==> config.mk <==
export PLATFORM = sky130hd
export DESIGN_NAME = ex_mul_unit
export DESIGN_NICKNAME = d
export VERILOG_FILES = /design/src/rtl/ex_mul_unit.sv
export SDC_FILE = /design/constraint.sdc
export NUM_CORES = 1
export LEC_CHECK = 0
export ABC_AREA = 1
export BUFFER_PORTS_ARGS = -buffer_cell sky130_fd_sc_hd__buf_2
export CAP_MARGIN = 20
export CELL_PAD_IN_SITES_DETAIL_PLACEMENT = 1
export CELL_PAD_IN_SITES_GLOBAL_PLACEMENT = 1
export CORE_AREA = 2 2 187 189
export DETAILED_ROUTE_END_ITERATION = 8
export DIE_AREA = 0 0 189 191
export HOLD_SLACK_MARGIN = 0.15
export PLACE_DENSITY = 0.64
export SETUP_SLACK_MARGIN = 0.02
export SLEW_MARGIN = 25
export SYNTH_ARGS = -nofsm -noshare
export SYNTH_HDL_FRONTEND = slang
export SYNTH_SLANG_ARGS = --single-unit
==> constraint.sdc <==
create_clock -name clk_i -period 6.62 [get_ports clk_i]
set_clock_uncertainty 0.15 [all_clocks]
set_input_delay 0.331 -clock clk_i [delete_from_list [all_inputs] [get_ports clk_i]]
set_output_delay 0.331 -clock clk_i [all_outputs]
set_load 0.005 [all_outputs]
==> src/rtl/ex_mul_unit.sv <==
// Iterative shift-add multiplier for the EX stage: retires BITS_PER_CYCLE multiplier
// bits per cycle and stalls the pipeline until the low WIDTH bits of the product are ready.
module ex_mul_unit #(
    parameter int WIDTH          = 32,
    parameter int BITS_PER_CYCLE = 2
) (
    input  logic             clk_i,
    input  logic             rst_i,
    input  logic             start_i,
    input  logic             flush_i,
    input  logic [WIDTH-1:0] data1_i,
    input  logic [WIDTH-1:0] data2_i,
    output logic             stall_o,
    output logic             busy_o,
    output logic             valid_o,
    output logic [WIDTH-1:0] data_o
);
    localparam int N  = WIDTH / BITS_PER_CYCLE;
    localparam int CW = (N > 1) ? $clog2(N) : 1;
    localparam logic [CW-1:0] LAST = CW'(N - 1);

    localparam logic [1:0] S_IDLE = 2'd0;
    localparam logic [1:0] S_BUSY = 2'd1;
    localparam logic [1:0] S_DONE = 2'd2;

    logic [1:0]       r_state;
    logic [WIDTH-1:0] r_mcand;
    logic [WIDTH-1:0] r_mplier;
    logic [WIDTH-1:0] r_acc;
    logic [CW-1:0]    r_cnt;
    logic [WIDTH-1:0] r_data;
    logic             r_valid;
    logic             r_busy;

    logic [WIDTH-1:0] w_partial;
    logic [WIDTH-1:0] w_acc_next;
    logic             w_go;

    // Partial product of mcand and the low multiplier bits, as a small shift-add tree.
    always_comb begin
        w_partial = '0;
        for (int b = 0; b < BITS_PER_CYCLE; b++) begin
            if (r_mplier[b]) w_partial = w_partial + (r_mcand << b);
        end
    end

    assign w_acc_next = r_acc + w_partial;
    assign w_go       = (r_state == S_IDLE) && start_i && !flush_i;
    assign stall_o    = w_go || (r_state == S_BUSY);
    assign busy_o     = r_busy;
    assign valid_o    = r_valid;
    assign data_o     = r_data;

    always_ff @(posedge clk_i or negedge rst_i) begin
        if (!rst_i) begin
            r_state  <= S_IDLE;
            r_mcand  <= '0;
            r_mplier <= '0;
            r_acc    <= '0;
            r_cnt    <= '0;
            r_data   <= '0;
            r_valid  <= 1'b0;
            r_busy   <= 1'b0;
        end else begin
            r_valid <= 1'b0;
            case (r_state)
                S_IDLE: begin
                    if (w_go) begin
                        r_mcand  <= data1_i;
                        r_mplier <= data2_i;
                        r_acc    <= '0;
                        r_cnt    <= '0;
                        r_busy   <= 1'b1;
                        r_state  <= S_BUSY;
                    end
                end
                S_BUSY: begin
                    if (flush_i) begin
                        r_busy  <= 1'b0;
                        r_state <= S_IDLE;
                    end else begin
                        r_acc    <= w_acc_next;
                        r_mcand  <= r_mcand << BITS_PER_CYCLE;
                        r_mplier <= r_mplier >> BITS_PER_CYCLE;
                        r_cnt    <= r_cnt + CW'(1);
                        if (r_cnt == LAST) begin
                            r_data  <= w_acc_next;
                            r_valid <= 1'b1;
                            r_busy  <= 1'b0;
                            r_state <= S_DONE;
                        end
                    end
                end
                // DONE (and any stray encoding) always drains back to IDLE; start_i is ignored.
                default: r_state <= S_IDLE;
            endcase
        end
    end
endmodule

-- Yosys cells after proc, flatten, opt, wreduce, memory -nomap -nowiden
Index checks and enable logic that the tools add are counted.
- add/subtract/negate cells: 3
- equal/unequal tests: 5
- muxes and demuxes: 25
- bitwise operators: 1
- reductions and logical operators: 10
- operators by type and width (operator ; count):
    $mux W32 ; 8
    $pmux W32 S2 ; 3
    $add A32 B32 Y32 ; 2
    $reduce_and A3 Y1 ; 3
    $mux W4 ; 2
    $pmux W4 S2 ; 1
    $mux W1 ; 6
    $mux W2 ; 3
    $add A4 B1 Y4 const B ; 1
    $eq A4 B4 Y1 const B ; 1
    $ne A2 B2 Y1 const B ; 2
    $pmux W2 S2 ; 1
    $ne A3 B2 Y1 const B ; 1
    $eq A2 B1 Y1 const B ; 1
    $logic_and A1 B1 Y1 ; 2
    $logic_not A2 Y1 ; 1
    $pmux W1 S2 ; 1
    $reduce_and A2 Y1 ; 1
    $reduce_bool A2 Y1 ; 1
    $logic_not A1 Y1 ; 1
    $logic_or A1 B1 Y1 ; 1
    $not A1 Y1 ; 1
- bits in registers: 136
- input bits: 68

-- Logic depth before layout (Yosys ltp)
Gate-level depths: netlist of run 1.
- depth in word-level cells: 6
- gate-level depth with buffers: 33

-- Worst setup path after synthesis of run 1
Ideal clock, no wire load.
- path kind: reg-to-reg
- start point: register r_mplier[0]
- end point: register r_acc[26]
- arrival: 3922 ps
- required time: 6352 ps
- path slack: 2430 ps
- cell stages (with the launch flop): 32
- path buffers: 2
- clock period less this slack: 4190 ps
- cell sequence: dfrtp_1 buf_2 buf_1 nand2_1 inv_1 ha_1 fa_1 nand3_1 nor2_1 nor2_1 nor2_2 nand2_1 nand2_1 a21oi_1 inv_1 nand2_1 nand3_1 nand3_1 o21ai_0 ha_1 a21o_1 a31oi_1 inv_1 nor2_1 nand3_1 nand2_1 nand2_1 nand2_1 nand2_1 or2_2 nand3_1 nand2_1
- longest elaborated chain between the ends: 6
- ends and longest elaborated chain (element ; line ; source):
    start: declaration ; 28 ; logic [WIDTH-1:0] r_mplier;
    start signal: assignment ; 70 ; r_mplier <= data2_i;
    start signal: assignment ; 84 ; r_mplier <= r_mplier >> BITS_PER_CYCLE;
    $mux W32 * ; 43 ; if (r_mplier[b]) w_partial = w_partial + (r_mcand << b);
    $add A32 B32 Y32 ; 43 ;
    $mux W32 * ; 43 ;
    $add A32 B32 Y32 * ; 47 ; assign w_acc_next = r_acc + w_partial;
    $mux W32 * ; 78 ; if (flush_i) begin
    $pmux W32 S2 * ; 66 ; case (r_state)
    end signal: assignment ; 82 ; r_acc <= w_acc_next;
    end: declaration ; 29 ; logic [WIDTH-1:0] r_acc;
Mark *: on every way between the ends. The rest lies on a longest branch, timed or not. The select of a mux whose other input is x is not followed.
A chain may end at the register's enable or synchronous reset.

-- Worst setup path after layout of run 1
Same ends and word-level chain as after synthesis.

==> results of run 1 <==
## report_power, final
group,internal (mW),switching (mW)
clock,0.508,0.386
combinational,0.698,1.37
sequential,1.03,0.162
## what timing repair did
| item | in CTS | in global routing |
|---|---|---|
| endpoints found under the hold margin | 137 | 0 |
| hold buffers | 66 | 0 |
| resized for setup | 0 | 0 |
## stage by stage
stage | worst slack (ns) | util
6_report | 1.755 | 0.3496
5_1_grt | 1.323 | 0.3496
4_1_cts | 1.785 | 0.3495
3_5_place_dp | 1.818 | 0.3141
3_3_place_gp | 1.861 | 0.3141
2_1_floorplan | 2.430 | -
## final cells by class
type,count,area [µm²],area share
Timing Repair Buffer,178,1256,0.1053
Tap cell,455,569.3,0.04773
Sequential cell,136,3403,0.2854
Clock inverter,10,70.07,0.005875
Clock buffer,22,474.2,0.03976
Inverter,180,675.6,0.05665
Multi-Input combinational cell,1037,5478,0.4593
## cells by family after synthesis
group,count (synthesis),synth area share
adder cells (fa/ha/maj),54,0.07084
AND/OR/NAND/NOR,619,0.2627
XOR/XNOR,29,0.02605
buffers and inverters,230,0.09035
AO/OA/AOI/OAI,335,0.2010
flip-flops,136,0.3491
## cells in the final DEF (no fill, tap or decap), types with 4 or more instances in the layout
master,netlist,routed
buf_4,2,9
o211ai_1,53,53
ha_1,52,52
a21o_1,5,5
a21oi_1,63,63
dfrtp_1,136,136
xor2_1,17,17
nor2_2,6,8
o21ai_0,150,150
dlygate4sd3_1,0,66
o21ai_1,12,12
nor2_1,87,84
o31ai_1,4,4
o21bai_1,5,5
nand2_1,389,389
nand3_1,92,92
buf_2,8,101
xnor2_1,12,12
nor3_1,11,11
clkbuf_16,0,17
a31oi_1,16,16
clkinvlp_4,0,5
a22oi_1,5,5
or2_2,13,13
nand4_1,9,9
inv_1,177,176
## layer usage
metal / wire length (µm) / share of wire / up-vias / global-route usage
li1: - / - / 4951 / -
met1: 16340 / 0.50 / 4766 / 0.2563
met2: 15160 / 0.46 / 141 / 0.3122
met3: 1060 / 0.032 / 22 / 0.02882
met4: 342 / 0.010 / 0 / 0.04267
met5: 0 / 0 / - / 0
## Yosys cell counts (4+ instances only)
library cell / number / area, µm²
nand2_1: 389 / 1460
nor2_2: 6 / 37.54
nor3_1: 11 / 55.05
o31ai_1: 4 / 30.03
a22oi_1: 5 / 37.54
inv_1: 177 / 664.4
dfrtp_1: 136 / 3403
clkbuf_1: 33 / 123.9
o211ai_1: 53 / 397.9
or2_2: 13 / 81.33
nor2_1: 87 / 326.6
xor2_1: 17 / 148.9
a21oi_1: 63 / 315.3
nand4_1: 9 / 56.30
a31oi_1: 16 / 100.1
nand3_1: 92 / 460.4
buf_1: 7 / 26.28
xnor2_1: 12 / 105.1
a21o_1: 5 / 37.54
o21ai_1: 12 / 60.06
o21bai_1: 5 / 37.54
ha_1: 52 / 650.6
o21ai_0: 150 / 750.7
buf_2: 8 / 40.04
## flip-flops by register name, indices dropped and copies added (netlist names)
register and flops:
r_mplier 32, r_mcand 32, r_acc 32, data_o 32, busy_o 1, r_cnt 4
r_state 2, valid_o 1
## tightest hold or removal path, delay by kind of cell
family | cells | cell delay (ns)
buffers and inverters | 1 | 0.09
AND/OR/NAND/NOR | 1 | 0.05
AO/OA/AOI/OAI | 1 | 0.21
## final timing paths
check                             from      endpoint  slack [ns]  cells after the start
max in group asynchronous        rst_i  r_mplier[13]        4.59                      3
setup / recovery           r_mplier[0]     r_acc[26]        1.76                     25
min in group asynchronous        rst_i     data_o[4]        0.34                      2
setup reg to reg           r_mplier[0]     r_acc[26]        1.76                     25
hold reg to reg              data_o[2]     data_o[2]        0.32                      2
hold / removal              data2_i[0]   r_mplier[0]        0.18                      3
==> results.yml, run 1 <==
floorplanning:
  core-area_mm2: 0.03412
  die_y_um: 191
  rows: 68
  dieArea_mm2: 0.03610
  die_x_um: 189
  floorplan.initialDensity: 0.2858
  ios: 103
setup_path:
  worst_setup_path_start_kind: "flop"
  cpPeakStageDelay_ns: 0.58
  path_common_cell: "nand2_1"
  cp.arrival_ns: 5.04
  path_delay_family: "simple AND/OR/NAND/NOR gates"
  critPathCaptureType: "flop"
  path_buf_inv: 3
  crit_type: "reg2reg"
  critPathSlowestCell: "dfrtp_1"
  cp.required_ns: 6.79
  critPathMaxFanout: 37
sta:
  fmax_mhz: 205.6
  setup-tns-final_ns: 0
  post-route-period-util: 0.7349
  min_period_ns: 4.865
  holdWs_ns: 0.1770
  rsz0062_at_grt: "no"
  hold_viol_final: 0
  setup_violations: 0
  worstMarginPinSlew_ns: 0.9057
  slew_viol_final: 0
  max_slew_margin: 0.3899
placement:
  placed_cells: 1920
  port_buffers: 102
  post_dp_cell_area_mm2: 0.01072
  place_congestion: 0.8621
  place_hpwl_mm: 24.65
clock_network:
  cts-root-buf: "clkbuf_16"
  ctsHtreeMaxLevel: 4
  cts_buffer_depth: 2
  numCtsBuffers: 17
  clk_latency_ns: 0.43
  clock_sinks: 136
  tritoncts: "yes"
  path_clk_slew_ns: 0.06
  post_cts_buffers: 0
synthesis:
  yosysWarnings: 0
  synth_seq_cells: 136
  ys_seq_area_frac: 0.3491
  syn_inst: 1403
  synth_cell_types: 48
  ys_dominant_reg_cell: "dfrtp_1"
  syn_area_mm2: 0.009749
  synth_nets: 1525
  synthArstFlopShare: 1.000
  synth_edf_count: 0
  synth.avg_cell_area_um2: 6.949
pwr:
  ir_worst_vdd_mv: 0.1840
  power_density_mw_per_mm2: 348.5
  p_leak_nw: 5.959
  total_power_mw: 4.157
drt:
  ant_nets: 0
  dr_total_vias: 9880
  route.detailed.drc: 0
  wl_mm: 32.90
  drt_pass1_iterations: 4
  wl_per_cell_um: 16.30
  initialDrtViolationCount: 442
  viasPerCell: 4.896
cells_and_area:
  fillCellCount: 4322
  syn2layout_area_growth_pct: 22.33
  final_layout_size_suffix_gt1_frac: 0.1120
  fin_cells: 2018
  postLayoutCellArea_mm2: 0.01193
  diodes: 0
  nNetsFinal: 1672
grt:
  grt_pass1_vias: 10320
  grt_max_degree: 104
  track_usage: 0.1877
  grt_pass1_wl_mm: 53.69
  antenna_found_initial: 0
  gr-total-overflow: 0
min_path:
  worstHoldPathType: "in2reg"
status:
  run_status: "finished clean"
run:
  maxCapViolCount: 0
No activity file was read; power rests on OpenSTA's default activity.
==> inputs of run 2 (changes only) <==
--- a/config.mk
+++ b/config.mk
@@ -14,7 +14,7 @@
 export DETAILED_ROUTE_END_ITERATION = 8
 export DIE_AREA = 0 0 189 191
 export HOLD_SLACK_MARGIN = 0.15
-export PLACE_DENSITY = 0.64
+export PLACE_DENSITY = 0.66
 export SETUP_SLACK_MARGIN = 0.02
 export SLEW_MARGIN = 25
 export SYNTH_ARGS = -nofsm -noshare
==> constraint.sdc (replaced) <==
create_clock -name clk_i -period 4.3 [get_ports clk_i]
set_clock_uncertainty 0.15 [all_clocks]
set_input_delay 0.215 -clock clk_i [delete_from_list [all_inputs] [get_ports clk_i]]
set_output_delay 0.215 -clock clk_i [all_outputs]
set_load 0.005 [all_outputs]
==> run 2 against run 1 <==
Maximum frequency is 19% higher; power is 86% higher; largest power group unchanged; largest cell class unchanged; register-to-register slack worse by 1.5 ns; routed wire length is 7.8% higher; utilization is 4.8 points higher; design area is 14% higher; first-iteration DRC count is 3.4% higher; clock-buffer cell count is 2 lower; final cell count is 5.7% higher.
==> results.yml, run 2 (same netlist as run 1, synthesis figures left out) <==
min_path:
  worstHoldPathType: "in2reg"
clock_network:
  cts_buffer_depth: 2
  cts-root-buf: "clkbuf_16"
  path_clk_slew_ns: 0.07
  ctsHtreeMaxLevel: 4
  tritoncts: "yes"
  numCtsBuffers: 17
  clk_latency_ns: 0.44
  clock_sinks: 136
floorplanning:
  die_y_um: 191
  dieArea_mm2: 0.03610
  die_x_um: 189
  core-area_mm2: 0.03412
  rows: 68
  floorplan.initialDensity: 0.2858
  ios: 103
setup_path:
  critPathSlowestCell: "dfrtp_2"
  cp.required_ns: 4.48
  cpPeakStageDelay_ns: 0.47
  cp.arrival_ns: 4.28
  worst_setup_path_start_kind: "flop"
  worstPathCellList: "buf_12 -> nand2_1 -> inv_1 -> ha_4 -> inv_1 -> nor2_1 -> inv_1 -> o21ai_1 -> buf_4 -> a21oi_1 -> o31a_1 -> nand2_1 -> nand2_1 -> nand3_1 -> o21ai_2 -> ha_1 -> a21oi_1 -> inv_1 -> a31oi_2 -> o21ai_0 -> a21oi_2 -> nand3_1 -> nand3_1 -> nand2_1"
  critPathCaptureType: "flop"
  crit_type: "reg2reg"
  critPathMaxFanout: 18
cells_and_area:
  multi_input_area_mm2: 0.006073
  final_layout_size_suffix_gt1_frac: 0.2515
  fillCellCount: 4195
  nNetsFinal: 1787
  fin_cells: 2133
  syn2layout_area_growth_pct: 39.03
  final_common_cell: "nand2_1"
  layout_common_cells: "nand2_1, inv_1, dfrtp_1"
  diodes: 0
  ff_latch_area_mm2: 0.003405
sta:
  setup_violations: 0
  min_period_ns: 4.093
  holdWs_ns: 0.1828
  worstMarginPinSlew_ns: 0.8778
  rsz0062_at_grt: "yes"
  hold_viol_final: 0
  slew_viol_final: 0
  max_slew_margin: 0.4141
  fmax_mhz: 244.3
  setup-tns-final_ns: 0
  post-route-period-util: 0.9520
drt:
  wl_met3_um: 919
  dr_total_vias: 10310
  top_layer_used: "met4"
  drt_pass1_iterations: 5
  viasPerCell: 4.835
  wl_met1_mm: 17.43
  wl_mm: 35.46
  route.detailed.drc: 0
  initialDrtViolationCount: 457
  wl_met2_mm: 16.58
  wl_per_cell_um: 16.62
  ant_nets: 0
placement:
  place_congestion: 0.8872
  port_buffers: 102
  place_hpwl_mm: 26.15
  placed_cells: 2020
pwr:
  p_leak_nw: 6.678
  total_power_mw: 7.721
  power_density_mw_per_mm2: 569.6
  ir_worst_vdd_mv: 0.3328
status:
  run_status: "finished clean"
grt:
  grt_pass1_vias: 10850
  antenna_found_initial: 0
  gr-total-overflow: 0
  grt_pass1_wl_mm: 56.52
  grt_max_degree: 107
  track_usage: 0.1980
run:
  maxCapViolCount: 0
-- run 2: repair_timing --
action	4_1_cts	5_1_grt
buffers inserted	1	11
endpoints found under the hold margin	149	0
pin swaps	4	44
hold buffers	67	0
endpoints found under the setup margin	21	35
gates resized for setup	13	152
gates cloned	0	1
-- run 2: area by class of cell --
type	count	share of cell area
flip-flops and latches	136	0.2512
well taps	455	0.04200
clock inverters	12	0.01468
inverters	180	0.04985
multi-input cells	1037	0.4481
clock buffers	20	0.03295
repair buffers	293	0.1613
-- run 2: metrics by stage --
step / util / setup WS [ns] / instance area, µm²
global route: 0.3973 / -0.07980 / 13550
global placement: 0.3372 / -0.05066 / 11500
floorplan: - / 0.1101 / 9749
detailed placement: 0.3372 / -0.1312 / 11500
finish: 0.3973 / 0.2066 / 13550
CTS: 0.3767 / 0.004865 / 12850
-- run 2: routing by layer --
| layer | vias to the layer above | GRT usage |
|---|---|---|
| li1 | 5182 | - |
| met1 | 4968 | 0.2680 |
| met2 | 137 | 0.3333 |
| met3 | 25 | 0.02809 |
| met4 | 0 | 0.04627 |
| met5 | - | 0 |
-- run 2: critical path, delay by kind of cell (launching register included) --
kind / cells / cell delay (ns)
buffers and inverters: 6 / 0.67
and+or+nand+nor: 8 / 0.78
adders and majority gates: 2 / 0.64
AOI/OAI and AO/OA: 8 / 1.26
DFF: 1 / 0.47
-- run 2: power by group --
part	leakage, nW	switching, mW	total, mW	internal (mW)
combinational	4.64	2.49	4.21	1.72
sequential	1.72	0.265	1.85	1.59
clock	0.314	0.616	1.66	1.04
-- run 2: worst paths after layout --
path                             startpoint           to  slack [ns]  depth (start not counted)
worst max register to register  r_mplier[0]   data_o[29]        0.21                         24
min in group asynchronous             rst_i    data_o[3]        0.28                          2
worst max-delay path            r_mplier[0]   data_o[29]        0.21                         24
worst min-delay path                flush_i     r_cnt[1]        0.18                          5
max in group asynchronous             rst_i  r_mplier[4]        2.78                          3
worst min register to register   data_o[19]   data_o[19]        0.32                          2
